## src/rtl/rx_cross_port_arbiter.sv

```systemverilog
// Frame-level round-robin merge of PORT_NUM RX streams onto one AXI-Stream output.
// Latency: 1-cycle grant decision in IDLE, then beats pass combinationally from the granted port.
// Backpressure: downstream ready is routed only to the granted port; all others are held off until the frame ends.
module rx_cross_port_arbiter #(
  parameter int PORT_NUM         = 4,
  parameter int CROSS_DATA_WIDTH = 32,
  parameter int ID_WIDTH         = 2
) (
  input  logic                                      i_clk,
  input  logic                                      i_rst,
  input  logic [PORT_NUM-1:0]                       i_port_link,
  input  logic [PORT_NUM*(CROSS_DATA_WIDTH+1)-1:0]  i_port_axi_data,
  input  logic [PORT_NUM*(CROSS_DATA_WIDTH/8)-1:0]  i_port_axi_keep,
  input  logic [PORT_NUM-1:0]                       i_port_axi_valid,
  input  logic [PORT_NUM-1:0]                       i_port_axi_last,
  output logic [PORT_NUM-1:0]                       o_port_axi_ready,
  output logic [CROSS_DATA_WIDTH:0]                 o_arb_axi_data,
  output logic [CROSS_DATA_WIDTH/8-1:0]             o_arb_axi_keep,
  output logic                                      o_arb_axi_valid,
  output logic                                      o_arb_axi_last,
  input  logic                                      i_arb_axi_ready,
  output logic [ID_WIDTH-1:0]                       o_arb_port_id,
  output logic                                      o_arb_busy
);

  localparam int DW = CROSS_DATA_WIDTH + 1;
  localparam int KW = CROSS_DATA_WIDTH / 8;

  typedef enum logic [1:0] {
    IDLE  = 2'd0,
    XFER  = 2'd1,
    FLUSH = 2'd2
  } state_t;

  state_t              state;
  logic [ID_WIDTH-1:0] grant;
  logic [ID_WIDTH-1:0] last_grant;
  logic [ID_WIDTH-1:0] next_grant;
  logic [PORT_NUM-1:0] req;
  logic                last_accepted;

  logic [DW-1:0] port_data [PORT_NUM];
  logic [KW-1:0] port_keep [PORT_NUM];

  // Split the flat per-port buses into indexable slices.
  always_comb begin
    for (int n = 0; n < PORT_NUM; n++) begin
      port_data[n] = i_port_axi_data[n*DW +: DW];
      port_keep[n] = i_port_axi_keep[n*KW +: KW];
    end
  end

  // A port only competes while its link is up and it has a beat to offer.
  always_comb begin
    req = i_port_axi_valid & i_port_link;
  end

  // Round-robin pick: nearest requester after last_grant; smaller offsets are visited last so they win.
  always_comb begin
    next_grant = last_grant;
    for (int i = PORT_NUM; i >= 1; i--) begin
      for (int j = 0; j < PORT_NUM; j++) begin
        if (req[j] && (j == (int'(last_grant) + i) % PORT_NUM)) begin
          next_grant = ID_WIDTH'(j);
        end
      end
    end
  end

  // End-of-frame handshake on the granted port; takes priority over a coincident link drop.
  always_comb begin
    last_accepted = i_port_axi_valid[grant] & i_arb_axi_ready & i_port_axi_last[grant];
  end

  // Arbiter FSM: grant held for a whole frame, link loss mid-frame closes it with an error beat.
  always_ff @(posedge i_clk) begin
    if (i_rst) begin
      state      <= IDLE;
      grant      <= '0;
      last_grant <= ID_WIDTH'(PORT_NUM - 1);
    end else begin
      case (state)
        IDLE: begin
          if (|req) begin
            grant <= next_grant;
            state <= XFER;
          end
        end
        XFER: begin
          if (last_accepted) begin
            last_grant <= grant;
            state      <= IDLE;
          end else if (!i_port_link[grant]) begin
            state <= FLUSH;
          end
        end
        FLUSH: begin
          if (i_arb_axi_ready) begin
            last_grant <= grant;
            state      <= IDLE;
          end
        end
        default: state <= IDLE;
      endcase
    end
  end

  // Output steering: mirror the granted port in XFER, synthesize a crcerr terminator in FLUSH.
  always_comb begin
    o_port_axi_ready = '0;
    o_arb_axi_data   = '0;
    o_arb_axi_keep   = '0;
    o_arb_axi_valid  = 1'b0;
    o_arb_axi_last   = 1'b0;
    o_arb_port_id    = '0;
    o_arb_busy       = 1'b0;
    if (!i_rst) begin
      case (state)
        XFER: begin
          o_arb_axi_data          = port_data[grant];
          o_arb_axi_keep          = port_keep[grant];
          o_arb_axi_valid         = i_port_axi_valid[grant];
          o_arb_axi_last          = i_port_axi_last[grant];
          o_port_axi_ready[grant] = i_arb_axi_ready;
          o_arb_port_id           = grant;
          o_arb_busy              = 1'b1;
        end
        FLUSH: begin
          o_arb_axi_data  = {1'b1, {CROSS_DATA_WIDTH{1'b0}}};
          o_arb_axi_keep  = KW'(1);
          o_arb_axi_valid = 1'b1;
          o_arb_axi_last  = 1'b1;
          o_arb_port_id   = grant;
          o_arb_busy      = 1'b1;
        end
        default: ;
      endcase
    end
  end

endmodule

```

## config.mk

```make
export PLATFORM = sky130hd
export DESIGN_NAME = rx_cross_port_arbiter
export DESIGN_NICKNAME = d
export VERILOG_FILES = /design/src/rtl/rx_cross_port_arbiter.sv
export SDC_FILE = /design/constraint.sdc
export NUM_CORES = 1
export LEC_CHECK = 0
export BUFFER_PORTS_ARGS = -buffer_cell sky130_fd_sc_hd__buf_4
export CAP_MARGIN = 20
export CORE_AREA = 2 2 82 84
export CTS_BUF_LIST = sky130_fd_sc_hd__clkbuf_2
export CTS_CLUSTER_SIZE = 40
export DETAILED_ROUTE_END_ITERATION = 8
export DIE_AREA = 0 0 84 86
export GPL_ROUTABILITY_DRIVEN = 0
export PLACE_DENSITY = 0.81
export RECOVER_POWER = 100
export SETUP_SLACK_MARGIN = 0.4
export SLEW_MARGIN = 5
export SYNTH_ARGS = -nofsm -noshare
export SYNTH_HDL_FRONTEND = slang
export SYNTH_SLANG_ARGS = --single-unit
```

## constraint.sdc

```tcl
create_clock -name i_clk -period 2.1 [get_ports i_clk]
set_input_delay 0.105 -clock i_clk [delete_from_list [all_inputs] [get_ports i_clk]]
set_output_delay 0.105 -clock i_clk [all_outputs]
set_load 0.03 [all_outputs]
```

# --- Yosys cells after proc, flatten, opt, wreduce, memory -nomap -nowiden ---
# Index checks and enable logic that the tools add are counted.
classes:
  n_addsub: 4
  magnitude_cmp: 3
  n_eq_ne: 18
  mux: 52
  bitwise: 9
  n_reduce_logical: 32
op_table:
  columns: ["op", "count"]
  rows:
  - ["32-bit zero test", 4]
  - ["33-bit 2-to-1 mux", 3]
  - ["33-bit binary-select mux with 2-bit select", 1]
  - ["33-bit one-hot mux with 2 select lines", 1]
  - ["2-bit 2-to-1 mux", 24]
  - ["3-bit equality test, first input constant", 8]
  - ["4-bit 2-to-1 mux", 5]
  - ["1-bit logical AND", 17]
  - ["2-bit by 3-bit equality test with 1-bit output, first input constant", 4]
  - ["2-bit OR reduction", 5]
  - ["4-bit bitwise AND", 2]
  - ["4-bit binary-select mux with 2-bit select", 1]
  - ["1-bit 2-to-1 mux", 8]
  - ["4-bit one-hot mux with 2 select lines", 1]
  - ["1-bit binary-select mux with 2-bit select", 3]
  - ["2-bit inequality test, second input constant", 3]
  - ["2-bit one-hot mux with 3 select lines", 1]
  - ["3-bit AND reduction", 2]
  - ["2-bit by 1-bit adder with 2-bit output, second input constant", 2]
  - ["2-bit adder, second input constant", 2]
  - ["1-bit bitwise AND, first input constant", 4]
  - ["1-bit one-hot mux with 2 select lines", 2]
  - ["2-bit one-hot mux with 2 select lines", 1]
  - ["4-bit OR reduction", 1]
  - ["other kinds (12)", 13]
word_totals:
  regBits: 6
  inputBits: 163
  out_inout_bits: 46
  wordCells: 121

# --- Depth between registers and ports, before layout ---
# Gate-level depths: netlist of run 1.
logic_depth:
  depth_word: 21
  mapped_depth: 8
  ltp_nobuf: 6

# --- Least setup slack after synthesis of run 1 ---
# OpenSTA, ideal clock, no wires.
synth_path:
  path_kind: "reg2out"
  from: "register state[1]"
  to: "output o_port_axi_ready[2]"
  t_arrival_ns: 1.658
  t_required_ns: 1.995
  slack_ns: 0.337
  path_stages_with_launch: 9
  path_buffers: 2
  cell_sequence: "dfxtp_1 -> inv_1 -> ha_1 -> buf_2 -> nor2b_1 -> clkbuf_1 -> and2_1 -> nand2_1 -> nor2_1"
synth_via:
  elab_chain_cells: 3
synth_rtl:
  columns: ["item", "line_no", "source"]
  rows:
  - ["start: declaration", "35", "state_t state;"]
  - ["start signal: assignment", "78", "state <= IDLE;"]
  - ["start signal: assignment", "86", "state <= XFER;"]
  - ["start signal: assignment", "92", "state <= IDLE;"]
  - ["2-bit by 1-bit equality test with 1-bit output", "118", "case (state)"]
  - ["4-bit 2-to-1 mux", "118", null]
  - ["4-bit 2-to-1 mux", "117", "if (!i_rst) begin"]
  - ["end: declaration", "16", "output logic [PORT_NUM-1:0] o_port_axi_ready,"]
# No other way between the ends.

# --- Worst setup path in the final report of run 1 ---
layout_path:
  from: "register grant[0]"
  to: "output o_arb_axi_data[29]"
layout_via:
  elab_chain_cells: 6
layout_rtl:
  columns: ["item", "line_no", "source"]
  rows:
  - ["start: declaration", "36", "logic [ID_WIDTH-1:0] grant;"]
  - ["start signal: assignment", "85", "grant <= next_grant;"]
  - ["2-bit inverter with 3-bit output (implied by the code)", "120", "o_arb_axi_data = port_data[grant];"]
  - ["33-bit binary-select mux with 2-bit select", "120", null]
  - ["33-bit 2-to-1 mux (implied by the code) (2 in a row)", "120", null]
  - ["33-bit one-hot mux with 2 select lines", "118", null]
  - ["33-bit 2-to-1 mux", "117", null]
  - ["end: declaration", "17", "output logic [CROSS_DATA_WIDTH:0] o_arb_axi_data,"]
# No other way between the ends. The select of a mux whose other input is x is not followed.

==> results of run 1 <==
==> critical path, stage by stage (launching register included) <==
cell and delay (ps):
dfxtp_4 370, clkbuf_1 170, buf_12 130, buf_16 110, mux4_2 490, and3_1 210, buf_6 140
==> per-stage QoR <==
stage / power, uW / setup WS (ps) / hold slack, ps / utilization (%)
floorplan: 1494 / 336.8 / 336.3 / -
global placement: 2122 / 371.8 / 346.0 / 54.12
detailed placement: 2146 / 311.2 / 346.7 / 54.12
CTS: 2771 / 263.6 / 96.14 / 62.15
global route: 2895 / 93.33 / 122.2 / 60.24
finish: 2728 / 148.2 / 102.7 / 60.24
==> repair_timing <==
item                                    CTS  global route
endpoints found under the setup margin   47            50
hold buffers                              0             0
pin swaps                                 6            10
cloned                                    4             0
setup buffers                            10             2
gates resized for setup                  70            17
==> sequential cells by signal, summed over array words and instances, names as in the netlist <==
signal / count
state: 2
grant: 2
last_grant: 2
==> report_power, final <==
group	internal, uW	switching (uW)	total, uW
Combinational	1330	1100	2430
Clock	38.9	53.0	91.9
Sequential	154	48.0	202
Total	1520	1210	2730
==> layer usage <==
layer | routed length (um) | part of all wire [%] | track usage (%)
met5 | 0 | 0 | 0
met4 | 143 | 1.6 | 4.545
met3 | 739 | 8.2 | 4.716
met2 | 4703 | 52 | 42.55
met1 | 3424 | 38 | 30.19
==> area by class of cell <==
| type | instances | area (um^2) |
|---|---|---|
| Fill cell | 538 | 2496 |
| Timing Repair Buffer | 231 | 1934 |
| Multi-Input combinational cell | 138 | 1592 |
| Sequential cell | 6 | 125.1 |
| Tap cell | 77 | 96.34 |
| Inverter | 5 | 18.77 |
| Clock buffer | 3 | 15.01 |
==> cell usage after synthesis <==
| library cell | n |
|---|---|
| dfxtp_1 | 6 |
| nand3_1 | 2 |
| a41oi_1 | 1 |
| a22o_1 | 2 |
| buf_6 | 1 |
| a41oi_2 | 1 |
| a211oi_1 | 1 |
| o2bb2ai_1 | 1 |
| a32o_1 | 2 |
| a22oi_2 | 1 |
| a221oi_1 | 1 |
| nand2_1 | 8 |
| buf_2 | 6 |
| and3_1 | 34 |
| a211o_1 | 1 |
| mux4_2 | 40 |
| o21ai_0 | 1 |
| nand3b_1 | 1 |
| and2_1 | 3 |
| a22oi_1 | 2 |
| inv_1 | 5 |
| a311o_1 | 1 |
| nand3_2 | 1 |
| a21oi_1 | 9 |
| clkbuf_1 | 10 |
| buf_4 | 2 |
| nor2b_1 | 2 |
| nand2b_1 | 1 |
| nor3_1 | 2 |
| and3b_1 | 2 |
| nor2_1 | 14 |
| ha_1 | 3 |
| o21bai_1 | 1 |
==> cells in the final DEF (no fill, tap or decap), types with 2 or more instances in the layout <==
cell type  count
a21oi_1        8
a22o_1         2
a22oi_1        3
a32o_1         2
a41oi_1        2
and2_4         2
and3_1        24
and3_4        10
and3b_1        2
buf_12         4
buf_16         4
buf_4        173
buf_6         33
clkbuf_1       9
clkbuf_2      11
dfxtp_1        4
ha_1           2
inv_1          3
inv_2          2
mux4_2        40
nand2_1        8
nand3_1        2
nor2_1        13
nor3_1         2
==> how the worst max path moves through the flow <==
stage               slack (ps)  depth (start not counted)             endpoint  startpoint
global placement           370                          4    o_arb_axi_data[9]    grant[0]
detailed placement         310                          5        last_grant[1]    grant[0]
floorplan                  340                          8  o_port_axi_ready[2]    state[1]
finish                     150                          6   o_arb_axi_data[29]    grant[0]
CTS                        260                          6       o_arb_axi_last    grant[0]
global route                90                          7        last_grant[1]    grant[0]
==> cell families after synthesis <==
family / Yosys count
adders and majority gates: 3
muxes: 40
buffers and inverters: 24
AOI/OAI and AO/OA: 25
and+or+nand+nor: 70
DFF: 6
==> metrics.cfg, run 1 <==
[finish]
design_area_um2 = 3781
area_growth_pct = 116.0
stdcell_count = 460
final_layout_size_suffix_gt1_share_pct = 74.93
antennaDiodeCount = 0
fin_nets = 551

[clock_tree]
cts_buffers = 3
cts.sinks = 6
clk_path_buf_depth = 2
cts_max_level = 1
cts_tree = done
clkTransAtPathRegs_ps = 90
clk_latency_ps = 250
root_buffer = clkbuf_2

[grt]
grt_pass1_wl_um = 13720
antenna_found_initial = 0
track_usage_pct = 23.81
gr-total-overflow = 0
grt_pass1_vias = 2505
grt_max_degree = 37

[critical_path]
cp-end-kind = output pin
arrival_ps = 1850
rr_endpoint = last_grant[1]
required_ps = 2000
reg2reg_depth = 7
crit_fanout = 5
startpoint_type = flop
reg2reg_from = grant[0]
reg2reg_slack_ps = 210
critPathKind = reg2out

[timing]
fin_crit_ps = 1952
setup-violations-final = 0
max_slew_margin_pct = 72.39
fin_skew_ps = 19.83
final_hold_viol_count = 0
grt_setup_unrepaired = true
slew_violations = 0
fmax_mhz = 512.3
fin_crit_sh_pct = 92.94
worst_pin_slew_ps = 409.9
setup_tns_ps = 0

[synthesis]
yosys.area_share.simple_pct = 22.16
synth-seq-cells = 6
synth_compound_area_share_pct = 10.94
synth_xor_area_share_pct = 0
seq_area_frac_synth_pct = 6.862
yosysUniqueCellTypes = 33
synth_top_family_by_area = multiplexers
synth_fa_ha_area_share_pct = 2.144
synth_top_cell_area_share_pct = 51.47
syn_area_per_cell_um2 = 10.42
synth_area_um2 = 1750
yosys.area.top_type = mux4_2
syn-num-nets = 334
synthCells = 168
ys.warnings.count = 0
muxShareOfSynthArea_pct = 51.47
synthTopCellsByArea = mux4_2, and3_1, dfxtp_1, nor2_1, a21oi_1

[die]
start_util_pct = 27.89
core_um2 = 6277
dieArea_um2 = 7224
die_w_um = 84
die_h_um = 86
boundaryPins = 209
num_rows = 29

[run_status]
status = complete, no violations

[placement]
numPortBuffers = 208
post_dp_cell_area_um2 = 3397
dp_hpwl_um = 6695
post-place-cells = 441

[hold_path]
min-delay-start = i_rst
holdPathStages = 2
hp-class = in2reg
whs_endpoint = grant[1]

[route]
initialDrtViolationCount = 117
wl_per_cell_um = 19.59
vias = 2506
first_pass_iters = 4
drc = 0
drt_wl_total_um = 9010
drtAntennaViolNets = 0
via_per_inst = 5.448

[pwr]
p_leak_uw = 0.001806
pwr_density_cell_nw_per_um2 = 721.5
ir_drop_mv = 0.3685

[flow_run]
maxCapViolations = 0

No activity file was read; power rests on OpenSTA's default activity.
==> inputs of run 2 (changes only) <==
--- a/config.mk
+++ b/config.mk
@@ -5,15 +5,16 @@
 export SDC_FILE = /design/constraint.sdc
 export NUM_CORES = 1
 export LEC_CHECK = 0
+export ABC_AREA = 1
 export BUFFER_PORTS_ARGS = -buffer_cell sky130_fd_sc_hd__buf_4
 export CAP_MARGIN = 20
-export CORE_AREA = 2 2 82 84
+export CORE_AREA = 2 2 80 82
 export CTS_BUF_LIST = sky130_fd_sc_hd__clkbuf_2
 export CTS_CLUSTER_SIZE = 40
 export DETAILED_ROUTE_END_ITERATION = 8
-export DIE_AREA = 0 0 84 86
+export DIE_AREA = 0 0 82 84
 export GPL_ROUTABILITY_DRIVEN = 0
-export PLACE_DENSITY = 0.81
+export PLACE_DENSITY = 0.8
 export RECOVER_POWER = 100
 export SETUP_SLACK_MARGIN = 0.4
 export SLEW_MARGIN = 5
==> metrics.cfg, run 2 <==
[synthesis]
yosysUniqueCellTypes = 22  ; -33%
ys.warnings.count = 0  ; unchanged
synthMostInstantiatedCell = a22oi_1
synth_common_cells = a22oi_1, nand2_1, a21oi_1
seq_area_frac_synth_pct = 8.074  ; +1.2 points
yosys.area.top_type = a22oi_1
synthCells = 253  ; +51%
syn_area_per_cell_um2 = 5.880  ; -44%
synthTopCellsByArea = a22oi_1, a21oi_1, nand2_1, dfxtp_1, inv_1
synth_area_um2 = 1488  ; -15%
synth_top_cell_area_share_pct = 38.35  ; -13 points
synthArstFlopShare_pct = 0  ; unchanged
synth-edff-count = 0  ; unchanged
synth-seq-cells = 6  ; unchanged
synth_flop_cell = dfxtp_1
syn-num-nets = 419  ; +25%

[timing]
fin_crit_ps = 1865  ; -87.27 ps
worst_pin_slew_ps = 434.2  ; +24.32 ps
grt_setup_unrepaired = true
setup-violations-final = 0  ; unchanged
setup_slack_ps = 235.4  ; +87.27 ps
max_slew_margin_pct = 71.18  ; -1.2 points
final_hold_viol_count = 0  ; unchanged
fin_skew_ps = 1.270  ; -18.56 ps
fin_crit_sh_pct = 88.79  ; -4.2 points
setup_tns_ps = 0  ; unchanged
slew_violations = 0  ; unchanged
fmax_mhz = 536.3  ; +4.7%

[pwr]
p_sw_uw = 1812  ; +50%
switching_share_pct = 52.09  ; +7.9 points
p_leak_uw = 0.001703  ; -5.7%
internal_power_uw = 1666  ; +9.4%
seq_power_share_pct = 8.0  ; +0.6 points
clkPwrFrac_pct = 2.4  ; -1.0 points
power_frac_comb_pct = 89.6  ; +0.4 points
ir_drop_mv = 0.5395  ; +46%
pwr_density_cell_nw_per_um2 = 980.4  ; +36%

[critical_path]
crit_slowest_cell = dfxtp_4
required_ps = 2000  ; about the same
cp-end-kind = output pin
crit_fanout = 10  ; +5
crit_path_frequent_cell = clkbuf_2
rr_endpoint = state[1]
startpoint_type = flop
reg2reg_depth = 11  ; +4
arrival_ps = 1760  ; -90 ps
path_buf_inv = 4  ; unchanged
path_cells = inv_4 > nor2_4 > buf_12 > clkbuf_2 > a22oi_1 > a21oi_1 > clkbuf_2
cpPeakStageDelay_ps = 400  ; -90 ps
cp.depth = 7  ; +1
cp_top_family = buffers and inverters
reg2reg_from = grant[0]
reg2reg_slack_ps = 450  ; +240 ps
critPathKind = reg2out

[finish]
reg_top3 = grant: 2 flops, last_grant: 2 flops, state: 2 flops
final_common_cell = buf_4
area_growth_pct = 138.4
antennaDiodeCount = 0  ; unchanged
n_fill_cell = 606  ; +13%
seq_area_um2 = 130.1  ; +4.0%
multi_input_area_um2 = 1305  ; -18%
mostFrequentLayoutCells = buf_4, a22oi_1, nand2_1
final_layout_size_suffix_gt1_share_pct = 51.60  ; -23 points
stdcell_count = 546  ; +19%
fin_nets = 637  ; +16%
fin_util_pct = 58.19  ; -2.0 points

[die]
start_util_pct = 24.40  ; -3.5 points
core_um2 = 6096  ; -2.9%
die_w_um = 82  ; -2.4%
boundaryPins = 209  ; unchanged
num_rows = 29  ; unchanged
die_h_um = 84  ; -2.3%
dieArea_um2 = 6888  ; -4.7%

[clock_tree]
clk_latency_ps = 230  ; -20 ps
cts_tree = done
clk_path_buf_depth = 2  ; unchanged
cts_buffers = 3  ; unchanged
clkTransAtPathRegs_ps = 60  ; -30 ps
cts.sinks = 6  ; unchanged
hold_buffers = 0  ; unchanged
cts_max_level = 1  ; unchanged
root_buffer = clkbuf_2

[route]
drtAntennaViolNets = 0  ; unchanged
via_per_inst = 5.344  ; -1.9%
first_pass_iters = 7  ; +3
drc = 0  ; unchanged
initialDrtViolationCount = 159  ; +36%
drt_wl_total_um = 10110  ; +12%
wl_per_cell_um = 18.51  ; -5.5%
vias = 2918  ; +16%

[hold_path]
min-delay-start = i_arb_axi_ready
holdPathStages = 6  ; +4
hp-class = in2reg
whs_endpoint = state[0]

[placement]
dp_hpwl_um = 6996  ; +4.5%
dpl_worst_slack_ps = 427.6  ; +116.4 ps
numPortBuffers = 208  ; unchanged
post-place-cells = 527  ; +20%

[run_status]
status = complete, no violations

[grt]
antenna_found_initial = 0  ; unchanged
grt_max_degree = 42  ; +14%
track_usage_pct = 23.34  ; -0.47 points
gr-total-overflow = 0  ; unchanged
grt_pass1_wl_um = 12800  ; -6.7%
grt_pass1_vias = 2676  ; +6.8%

[flow_run]
maxCapViolations = 0  ; unchanged

-- run 2: cell count changes after synthesis, moves of 5 or more --
cell	before	now
a22oi_1	2	76
mux4_2	40	0
nand2_1	8	44
and3_1	34	0
a21oi_1	9	37
inv_1	5	22
buf_2	6	14
nand3_1	2	10
clkbuf_1	10	5
-- run 2: power by group through the flow --
stage / clock, uW / sequential, uW / combinational (uW)
after global routing: 91.0 / 284 / 3330
after detailed placement: 0 / 243 / 2230
after floorplan: 0 / 221 / 1500
after global placement: 0 / 234 / 2200
after CTS: 84.9 / 253 / 2400
final: 83.1 / 277 / 3120
-- run 2: worst max-delay path by stage --
stage	start	end	slack (ps)
after global routing	grant[0]	o_arb_axi_data[23]	160
after detailed placement	grant[0]	state[1]	430
after CTS	grant[0]	o_arb_axi_data[2]	410
after global placement	grant[0]	state[1]	480
final	grant[0]	o_arb_axi_data[29]	240
after floorplan	grant[0]	o_arb_axi_data[15]	420
-- run 2: cells by family (layout without fill, tap and decap cells) --
logic type,count (synthesis),after routing,share of synthesized area (%)
buf+inv,44,260,12.28
fa+ha+maj,3,3,2.523
flops,6,6,8.074
compound gates,124,124,55.43
simple gates,76,76,21.70
-- run 2: metrics by stage --
| step | total power [uW] | cell area [um^2] | hold WS [ps] |
|---|---|---|---|
| 2_1_floorplan | 1717 | 1503 | 277.4 |
| 3_3_place_gp | 2430 | 3147 | 486.7 |
| 3_5_place_dp | 2477 | 3147 | 513.3 |
| 4_1_cts | 2741 | 3278 | 327.7 |
| 5_1_grt | 3708 | 3547 | 381.7 |
| 6_report | 3478 | 3547 | 338.6 |
-- run 2: metal layers --
layer	up-vias	global-route usage [%]	part of all wire (%)
li1	1384	-	-
met1	1332	26.44	38
met2	169	41.32	49
met3	33	5.844	8.9
met4	0	8.030	3.5
met5	-	0	0
-- run 2: timing repair --
| action | 4_1_cts | 5_1_grt |
|---|---|---|
| setup buffers | 1 | 5 |
| pin swaps | 0 | 12 |
| gates cloned | 1 | 9 |
| gates resized for setup | 23 | 39 |
| setup endpoints to repair | 39 | 44 |
-- run 2: area by class of cell --
type / instances / share of cell area [%]
multi-input combinational: 203 / 36.79
clock buffer: 3 / 0.4233
sequential: 6 / 3.668
inverter: 25 / 2.857
tap: 77 / 2.716
timing repair buffer: 232 / 53.54
-- run 2: worst min-delay path: cells and delay by family --
kind,cells,cell delay (ps)
buffers and inverters,2,200
AND/OR/NAND/NOR,3,190
AO/OA/AOI/OAI,1,40
